`src/rtl/btn_pkg.sv`:
```
// btn_pkg: shared state type and sizing helper for the button conditioner
package btn_pkg;

    typedef enum logic [1:0] {
        B_IDLE,
        B_PRESS_WAIT,
        B_HELD,
        B_RELEASE_WAIT
    } btn_state_t;

    function automatic int cnt_width(input int n);
        return $clog2(n + 1);
    endfunction

endpackage

```
`src/rtl/btn_debounce.sv`:
```
// btn_debounce: two-flop synchronizer plus press/release debounce FSM for one button
// With BTN_AUTOREPEAT_EN defined an extra in_held_o port reports the B_HELD state.
module btn_debounce
    import btn_pkg::*;
#(
    parameter int DEBOUNCE_CYCLES = 500000,
    parameter int BTN_ACTIVE_LOW  = 1
) (
    input  logic clk,
    input  logic rst,
    input  logic raw_i,
    output logic held_o,
    output logic press_evt_o
`ifdef BTN_AUTOREPEAT_EN
    ,
    output logic in_held_o
`endif
);

    localparam int CW = cnt_width(DEBOUNCE_CYCLES);
    localparam logic REL = (BTN_ACTIVE_LOW != 0);
    localparam logic [CW-1:0] LAST = CW'(DEBOUNCE_CYCLES - 1);
    localparam logic [CW-1:0] SAT = CW'(DEBOUNCE_CYCLES);

    logic [1:0]    sync_q;
    logic          pressed;
    btn_state_t    state_q;
    logic [CW-1:0] cnt_q, cnt_d;
    logic          held_q, evt_q;

    assign pressed = sync_q[1] ^ REL;
    assign cnt_d   = (cnt_q == SAT) ? cnt_q : cnt_q + 1'b1;
    assign held_o      = held_q;
    assign press_evt_o = evt_q;
`ifdef BTN_AUTOREPEAT_EN
    assign in_held_o = (state_q == B_HELD);
`endif

    // Two-stage synchronizer, reset to the released level
    always_ff @(posedge clk) begin
        sync_q <= rst ? {2{REL}} : {sync_q[0], raw_i};
    end

    // Debounce FSM: a level is accepted after DEBOUNCE_CYCLES stable cycles
    always_ff @(posedge clk) begin
        if (rst) begin
            state_q <= B_IDLE;
            cnt_q   <= '0;
            held_q  <= 1'b0;
            evt_q   <= 1'b0;
        end else begin
            evt_q <= 1'b0;
            case (state_q)
                B_IDLE: begin
                    if (pressed) begin
                        state_q <= B_PRESS_WAIT;
                        cnt_q   <= '0;
                    end
                end
                B_PRESS_WAIT: begin
                    if (!pressed) begin
                        state_q <= B_IDLE;
                        cnt_q   <= '0;
                    end else if (cnt_q == LAST) begin
                        state_q <= B_HELD;
                        held_q  <= 1'b1;
                        evt_q   <= 1'b1;
                    end else begin
                        cnt_q <= cnt_d;
                    end
                end
                B_HELD: begin
                    if (!pressed) begin
                        state_q <= B_RELEASE_WAIT;
                        cnt_q   <= '0;
                    end
                end
                B_RELEASE_WAIT: begin
                    if (pressed) begin
                        state_q <= B_HELD;
                    end else if (cnt_q == LAST) begin
                        state_q <= B_IDLE;
                        held_q  <= 1'b0;
                    end else begin
                        cnt_q <= cnt_d;
                    end
                end
                default: state_q <= B_IDLE;
            endcase
        end
    end

endmodule

```
`src/rtl/btn_conditioner.sv`:
```
// btn_conditioner: debounced move/select buttons turned into arbitrated one-cycle pulses
// Optional feature: define BTN_AUTOREPEAT_EN for move auto-repeat while held.
module btn_conditioner
    import btn_pkg::*;
#(
    parameter int DEBOUNCE_CYCLES = 500000,
    parameter int BTN_ACTIVE_LOW  = 1,
    parameter int REPEAT_DELAY    = 25000000,
    parameter int REPEAT_PERIOD   = 10000000
) (
    input  logic clk,
    input  logic rst,
    input  logic move_raw,
    input  logic select_raw,
    input  logic enable,
    output logic move_pulse,
    output logic select_pulse,
    output logic move_held,
    output logic select_held
);

    logic move_evt, sel_evt, move_any;
    logic move_pulse_q, select_pulse_q, pend_q;

`ifdef BTN_AUTOREPEAT_EN
    localparam int RCW = cnt_width(REPEAT_DELAY);
    logic           move_in_held, sel_in_held, rep_evt;
    logic [RCW-1:0] rep_cnt_q, rep_cnt_d;
`endif

    btn_debounce #(
        .DEBOUNCE_CYCLES(DEBOUNCE_CYCLES),
        .BTN_ACTIVE_LOW (BTN_ACTIVE_LOW)
    ) u_move (
        .clk        (clk),
        .rst        (rst),
        .raw_i      (move_raw),
        .held_o     (move_held),
        .press_evt_o(move_evt)
`ifdef BTN_AUTOREPEAT_EN
        ,
        .in_held_o  (move_in_held)
`endif
    );

    btn_debounce #(
        .DEBOUNCE_CYCLES(DEBOUNCE_CYCLES),
        .BTN_ACTIVE_LOW (BTN_ACTIVE_LOW)
    ) u_select (
        .clk        (clk),
        .rst        (rst),
        .raw_i      (select_raw),
        .held_o     (select_held),
        .press_evt_o(sel_evt)
`ifdef BTN_AUTOREPEAT_EN
        ,
        .in_held_o  (sel_in_held)
`endif
    );

`ifdef BTN_AUTOREPEAT_EN
    // Counter reloads so it hits REPEAT_DELAY again every REPEAT_PERIOD cycles
    assign rep_evt   = move_in_held && (rep_cnt_q == RCW'(REPEAT_DELAY));
    assign rep_cnt_d = !move_in_held ? '0 :
                       rep_evt ? RCW'(REPEAT_DELAY - REPEAT_PERIOD + 1) : rep_cnt_q + 1'b1;
    assign move_any  = move_evt | rep_evt;

    // Repeat counter runs only while the move FSM sits in B_HELD
    always_ff @(posedge clk) begin
        rep_cnt_q <= rst ? '0 : rep_cnt_d;
    end
`else
    assign move_any = move_evt;
`endif

    assign move_pulse   = move_pulse_q;
    assign select_pulse = select_pulse_q;

    // Select wins a tie; a colliding move event waits one slot in the pending flag
    always_ff @(posedge clk) begin
        if (rst || !enable) begin
            move_pulse_q   <= 1'b0;
            select_pulse_q <= 1'b0;
            pend_q         <= 1'b0;
        end else if (sel_evt) begin
            select_pulse_q <= 1'b1;
            move_pulse_q   <= 1'b0;
            pend_q         <= pend_q | move_any;
        end else begin
            select_pulse_q <= 1'b0;
            move_pulse_q   <= pend_q | move_any;
            pend_q         <= 1'b0;
        end
    end

endmodule

```
`config.mk`:
```
export PLATFORM = sky130hd
export DESIGN_NAME = btn_conditioner
export DESIGN_NICKNAME = d
export VERILOG_FILES = /design/src/rtl/btn_pkg.sv /design/src/rtl/btn_debounce.sv /design/src/rtl/btn_conditioner.sv
export SDC_FILE = /design/constraint.sdc
export NUM_CORES = 1
export LEC_CHECK = 0
export CAP_MARGIN = 5
export CORE_MARGIN = 3
export CORE_UTILIZATION = 45
export DETAILED_ROUTE_END_ITERATION = 8
export PLACE_DENSITY = 0.69
export RECOVER_POWER = 100
export SETUP_SLACK_MARGIN = 0.05
export SLEW_MARGIN = 25
export SYNTH_ARGS = -nofsm -noshare
export SYNTH_HDL_FRONTEND = slang
export SYNTH_HIERARCHICAL = 1
export SYNTH_SLANG_ARGS = --single-unit
```
`constraint.sdc`:
```
create_clock -name clk -period 1.83 [get_ports clk]
set_input_delay 0.2745 -clock clk [delete_from_list [all_inputs] [get_ports clk]]
set_output_delay 0.2745 -clock clk [all_outputs]
set_load 0.02 [all_outputs]
```
Yosys cells after proc, flatten, opt, wreduce, memory -nomap -nowiden
Cells that the tools add are included.

operators by class
  multiplexer cells = 41
  add/subtract/negate cells = 2
  reduce and logical (&&, ||, !) cells = 16
  equality and inequality tests = 26
  bitwise gates (word level) = 4

operators with widths
  kind                                            number
  two-way mux 19 bit                              12
  case mux 19 bit (4 select lines)                2
  == test 19 bit (second input constant)          4
  adder 19 x 1 -> 19 bit (second input constant)  2
  two-way mux 2 bit                               12
  != test 2 x 1 -> 1 bit (second input constant)  8
  case mux 2 bit (4 select lines)                 2
  two-way mux 1 bit                               11
  AND reduction 5 bit                             2
  == test 2 bit (second input constant)           4
  != test 2 bit (second input constant)           4
  AND reduction 4 bit                             2
  != test 3 x 1 -> 1 bit (second input constant)  2
  != test 3 bit (second input constant)           2
  AND reduction 3 bit                             2
  OR reduction 3 bit                              2
  == test 2 x 1 -> 1 bit (second input constant)  2
  zero test 2 bit                                 2
  case mux 1 bit (2 select lines)                 2
  nonzero test 2 bit                              2
  OR reduction 2 bit                              2
  inverter 1 bit                                  3
  zero test 1 bit                                 1
  logical OR 1 bit                                1
  bitwise OR 1 bit                                1

storage, ports and cells
  output and inout port bits = 4
  register bits = 53
  logic and storage cells = 102
  input bits = 5

Logic depth before layout (Yosys ltp)
  word-level depth = 5
  mapped depth = 7
  mapped depth without buffers = 6

By module
Netlist, hierarchy kept.

modules (own cells, without submodules)
  module                    sequential area each (um2)  cells an instance  area each (um2)  instances
  btn_debounce at u_move    500.5                       167                1417.6           1
  btn_debounce at u_select  500.5                       161                1401.3           1
  btn_conditioner           60.1                        7                  105.1            1

Worst setup path after synthesis
OpenSTA, ideal clock, no wires.

  path kind = reg-to-reg
  start point = register u_select.cnt_q[0]
  end point = register u_select.cnt_q[18]
  setup time = 0.075 ns
  arrival time = 1.800 ns
  cell stages (with the launch flop) = 6
  path slack = -0.045 ns
  period minus slack after synthesis = 1.875 ns
  cells stage by stage = dfxtp_1 > ha_1 > nand4_1 > or4_1 > or4_1 > a31oi_1

between the ends
  cells in the longest elaborated chain, start to end = 5

RTL lines
  element                                                          RTL line                                source
  start: declaration                                               btn_debounce.sv:28                      logic [CW-1:0] cnt_q, cnt_d;
  start signal: assignment                                         btn_debounce.sv:69                      cnt_q <= cnt_d;
  start signal: assignment                                         btn_debounce.sv:85                      cnt_q <= cnt_d;
  adder 19 x 1 -> 19 bit / == test 19 bit (equally long branches)  btn_debounce.sv:32                      assign cnt_d = (cnt_q == SAT) ? cnt_q : cnt_q + 1'b1;
  two-way mux 19 bit                                               btn_debounce.sv:32
  two-way mux 19 bit (*)                                           btn_debounce.sv:64, btn_debounce.sv:81
  two-way mux 19 bit (on tied branches)                            btn_debounce.sv:79, btn_debounce.sv:61
  case mux 19 bit (4 select lines) (*)                             btn_debounce.sv:53                      case (state_q)

Mark *: on every way between the ends. The rest lies on a longest branch, timed or not. The select of a mux whose other input is x is not followed.
A chain may end at the register's enable or synchronous reset.

Final worst setup path
  start point = register u_select.cnt_q[11]
  end point = register u_select.evt_q, in the netlist u_select/press_evt_o

between the ends
  cells in the longest elaborated chain, start to end = 2

RTL lines
  element                 RTL line            source
  == test 19 bit          btn_debounce.sv:64  end else if (cnt_q == LAST) begin
  two-way mux 1 bit       btn_debounce.sv:64
  end signal: assignment  btn_debounce.sv:50  evt_q <= 1'b0;
  end signal: assignment  btn_debounce.sv:52  evt_q <= 1'b0;
  end signal: assignment  btn_debounce.sv:67  evt_q <= 1'b1;
  end: declaration        btn_debounce.sv:29  logic held_q, evt_q;

No other way between the ends.

==> results.toml <==
[critical_path]
critical_path_arrival_ns = 2.04
timing.critical_path.fanout_max = 6
worst_setup_path_end_kind = "flop"
timing.critical_path.max_delay_family = "simple AND/OR/NAND/NOR gates"
critical_path_cell_by_cell = "or4b_4 -> nor4_4 -> buf_6 -> and3_4 -> nor4b_4"
timing.critical_path.required_ns = 2.05
path_class = "reg2reg"
slowest_delay_ns = 0.54
critical-path-slowest-cell = "sky130_fd_sc_hd__or4b_4"
crit_buf_inv = 1
startpoint_type = "flop"

[global_route]
global_route_wire_length_before_repair_mm = 11.77
gr-usage-all-layers = 0.1918
met3_usage = 0.03897
grt-ovfl-total = 0
grt_pass1_vias = 2555
grt_start_max_net_pins = 17
number_of_antenna_violations_at_the_first_check_in_global_routing = 0
met2_usage = 0.2962
grt.met1_usage = 0.2707
grt_busiest_layer = "met2"

[sta]
final.period_utilization = 0.9941
slew_headroom = 0.6174
least_setup_slack_across_all_paths_after_layout_ns = 0.01071
clock.fmax_mhz = 549.7
timing.final.setup_violations = 0
slew_at_the_pin_with_the_worst_max_slew_slack_ns = 0.5695
fin_skew_ns = 0.007812
worst_hold_margin_ns = 0.4260
rsz0062_at_grt = "true"
final-hold-violation-count = 0
finalCriticalPeriod_ns = 1.819
timing_max_transition_violations_final = 0

[synthesis]
async_reset_ff_frac = 0
yosysWarnings = 6
synthCells = 335
synth_ff_type = "sky130_fd_sc_hd__dfxtp_1"
mappedNetlistArea_mm2 = 0.002924
yosys-top-cells-area = "sky130_fd_sc_hd__dfxtp_1 36%, sky130_fd_sc_hd__nand2_1 5.3%, sky130_fd_sc_hd__or4_1 4.1%, sky130_fd_sc_hd__a21oi_1 3.9%, sky130_fd_sc_hd__mux2i_1 2.4%"
yosysUniqueCellTypes = 66
netlist.area_leader.share = 0.3629
syn_area_per_cell_um2 = 8.729
synth_top_cell_by_area = "sky130_fd_sc_hd__dfxtp_1"
synth_nets = 344
synth_enable_flop_cells = 0
seq_area_frac_synth = 0.3629
synth.ff_latch_count = 53

[clocking]
cts_tree = "built"
htree_num_levels = 2
post_cts_hold_buffer_count = 0
maximum_root_to_sink_buffer_count = 2
clk_pin_slew_worst_paths_ns = 0.10
clock_sinks = 53
cts_root_buffer = "sky130_fd_sc_hd__clkbuf_8"
cts-buffers-inserted = 5
clock_insertion_delay_worst_skew_ns = 0.31

[final_layout]
design_area_mm2 = 0.003572
diodes = 0
layout.cells.most_common_list = "41 x sky130_fd_sc_hd__dfxtp_1, 41 x sky130_fd_sc_hd__nand2_1, 40 x sky130_fd_sc_hd__buf_4"
finish.net_count = 387
post_route_cells_drive_above_1_share = 0.2612
fillers = 566
syn_to_final_growth_pct = 22.17

[floorplan]
die_ar_mm2 = 0.007501
pin_count = 9
start_util = 0.4797
rows = 28
die-width_um = 86.61
core_mm2 = 0.006096
vertical_die_dimension_um = 86.61

[run_status]
status = "completed"

[detailed_routing]
route.detailed.drc = 0
route.detailed.vias_per_inst = 6.106
drt-wirelength-per-cell_um = 15.51
route.final.wire_length_mm = 7.041
drtIter0Drc = 151
ant_nets = 0
vias = 2772
drt_pre_antenna_iters = 5

[power]
static-leakage-power_nw = 1.257
vdd_drop_max_v = 0.0005173
power_density_mw_per_mm2 = 624.5

[placed_design]
placed_wire_length_estimate_after_detailed_placement_mm = 4.880
routabilityCongestion = 0.8406
post_dp_cell_area_mm2 = 0.003331
preCtsSetupSlack_ns = -0.03587
io_buffer_count = 8

[worst_hold_path]
holdCritPathClass = "reg2reg"

[flow_run]
timing.max_cap.violations = 0
where the power goes:
group          switching (W)  total, W  internal [W]
Sequential        0.00000921   0.00117       0.00116
Combinational      0.0000742  0.000127     0.0000529
Clock               0.000392  0.000936      0.000543
Total               0.000476   0.00223       0.00175
what timing repair did:
item,4_1_cts,5_1_grt
gates cloned,1,1
pin swaps,2,13
resized for setup,6,29
setup endpoints to repair,7,28
setup buffers,0,1
synthesized netlist by cell type (all sizes together), types with 2 or more instances:
cell / n
a2111o: 3
a2111oi: 2
a211o: 4
a211oi: 6
a21oi: 23
a31oi: 7
a32oi: 3
and3: 5
and3b: 3
and4: 6
buf: 11
clkbuf: 7
dfxtp: 53
ha: 4
inv: 11
mux2i: 7
nand2: 42
nand2b: 6
nand3: 12
nand4: 8
nand4b: 3
nor2: 8
nor3: 7
nor4: 6
nor4b: 2
nor4bb: 2
o211ai: 5
o21ai: 11
o22ai: 2
o311a: 2
o311ai: 4
o31ai: 6
or2: 6
or3: 10
or3b: 3
or4: 16
or4b: 3
xnor2: 2
xor2: 2
per-layer routing:
metal	vias up	share of wire
met5	-	0
met2	62	0.45
met1	1323	0.49
li1	1377	-
met4	0	0.0099
met3	10	0.048
logic make-up after synthesis:
family          after synthesis  share of synthesized area
compound gates               85                     0.2015
xor+xnor                      4                    0.01198
fa+ha+maj                     4                    0.01712
buf+inv                      29                    0.04750
flops                        53                     0.3629
mux                           7                    0.02396
simple gates                153                     0.3351
path summary, 6_finish.rpt:
kind	startpoint	endpoint	slack, ns	cells after the start
max	u_select/cnt_q[11]$_SDFFE_PP0P_	u_select/press_evt_o$_SDFF_PP0_	0.01	5
min reg2reg	u_select/sync_q[0]$_SDFF_PP1_	u_select/sync_q[1]$_SDFF_PP1_	0.43	1
max reg2reg	u_select/cnt_q[11]$_SDFFE_PP0P_	u_select/press_evt_o$_SDFF_PP0_	0.01	5
min	u_select/sync_q[0]$_SDFF_PP1_	u_select/sync_q[1]$_SDFF_PP1_	0.43	1
state kept, by name (all words and copies together) (netlist names), 2 cells and up, named ones only:
name	cells
u_move/sync_q	2
u_select/sync_q	2
u_select/cnt_q	19
u_move/cnt_q	19
through the flow:
stage | util | total power (W) | setup TNS [ns] | std cells
detailed placement | 0.5464 | 0.001324 | -0.1166 | 443
global placement | 0.5464 | 0.001322 | -0.03643 | 443
floorplan | - | 0.001270 | 0 | 335
CTS | 0.5720 | 0.002250 | 0 | 452
finish | 0.5860 | 0.002231 | 0 | 454
global route | 0.5860 | 0.002314 | -0.2715 | 454
area by class of cell:
cell class              count  area [um2]  share of cell area
clock buffers               5       68.82             0.01926
clock inverters             3       65.06             0.01821
inverters                  11       41.29             0.01156
multi-input cells         253        1790              0.5012
flip-flops and latches     53        1084              0.3033
well taps                  75       93.84             0.02627
repair buffers             54       429.2              0.1201
Power figures use the tool's default switching activity.
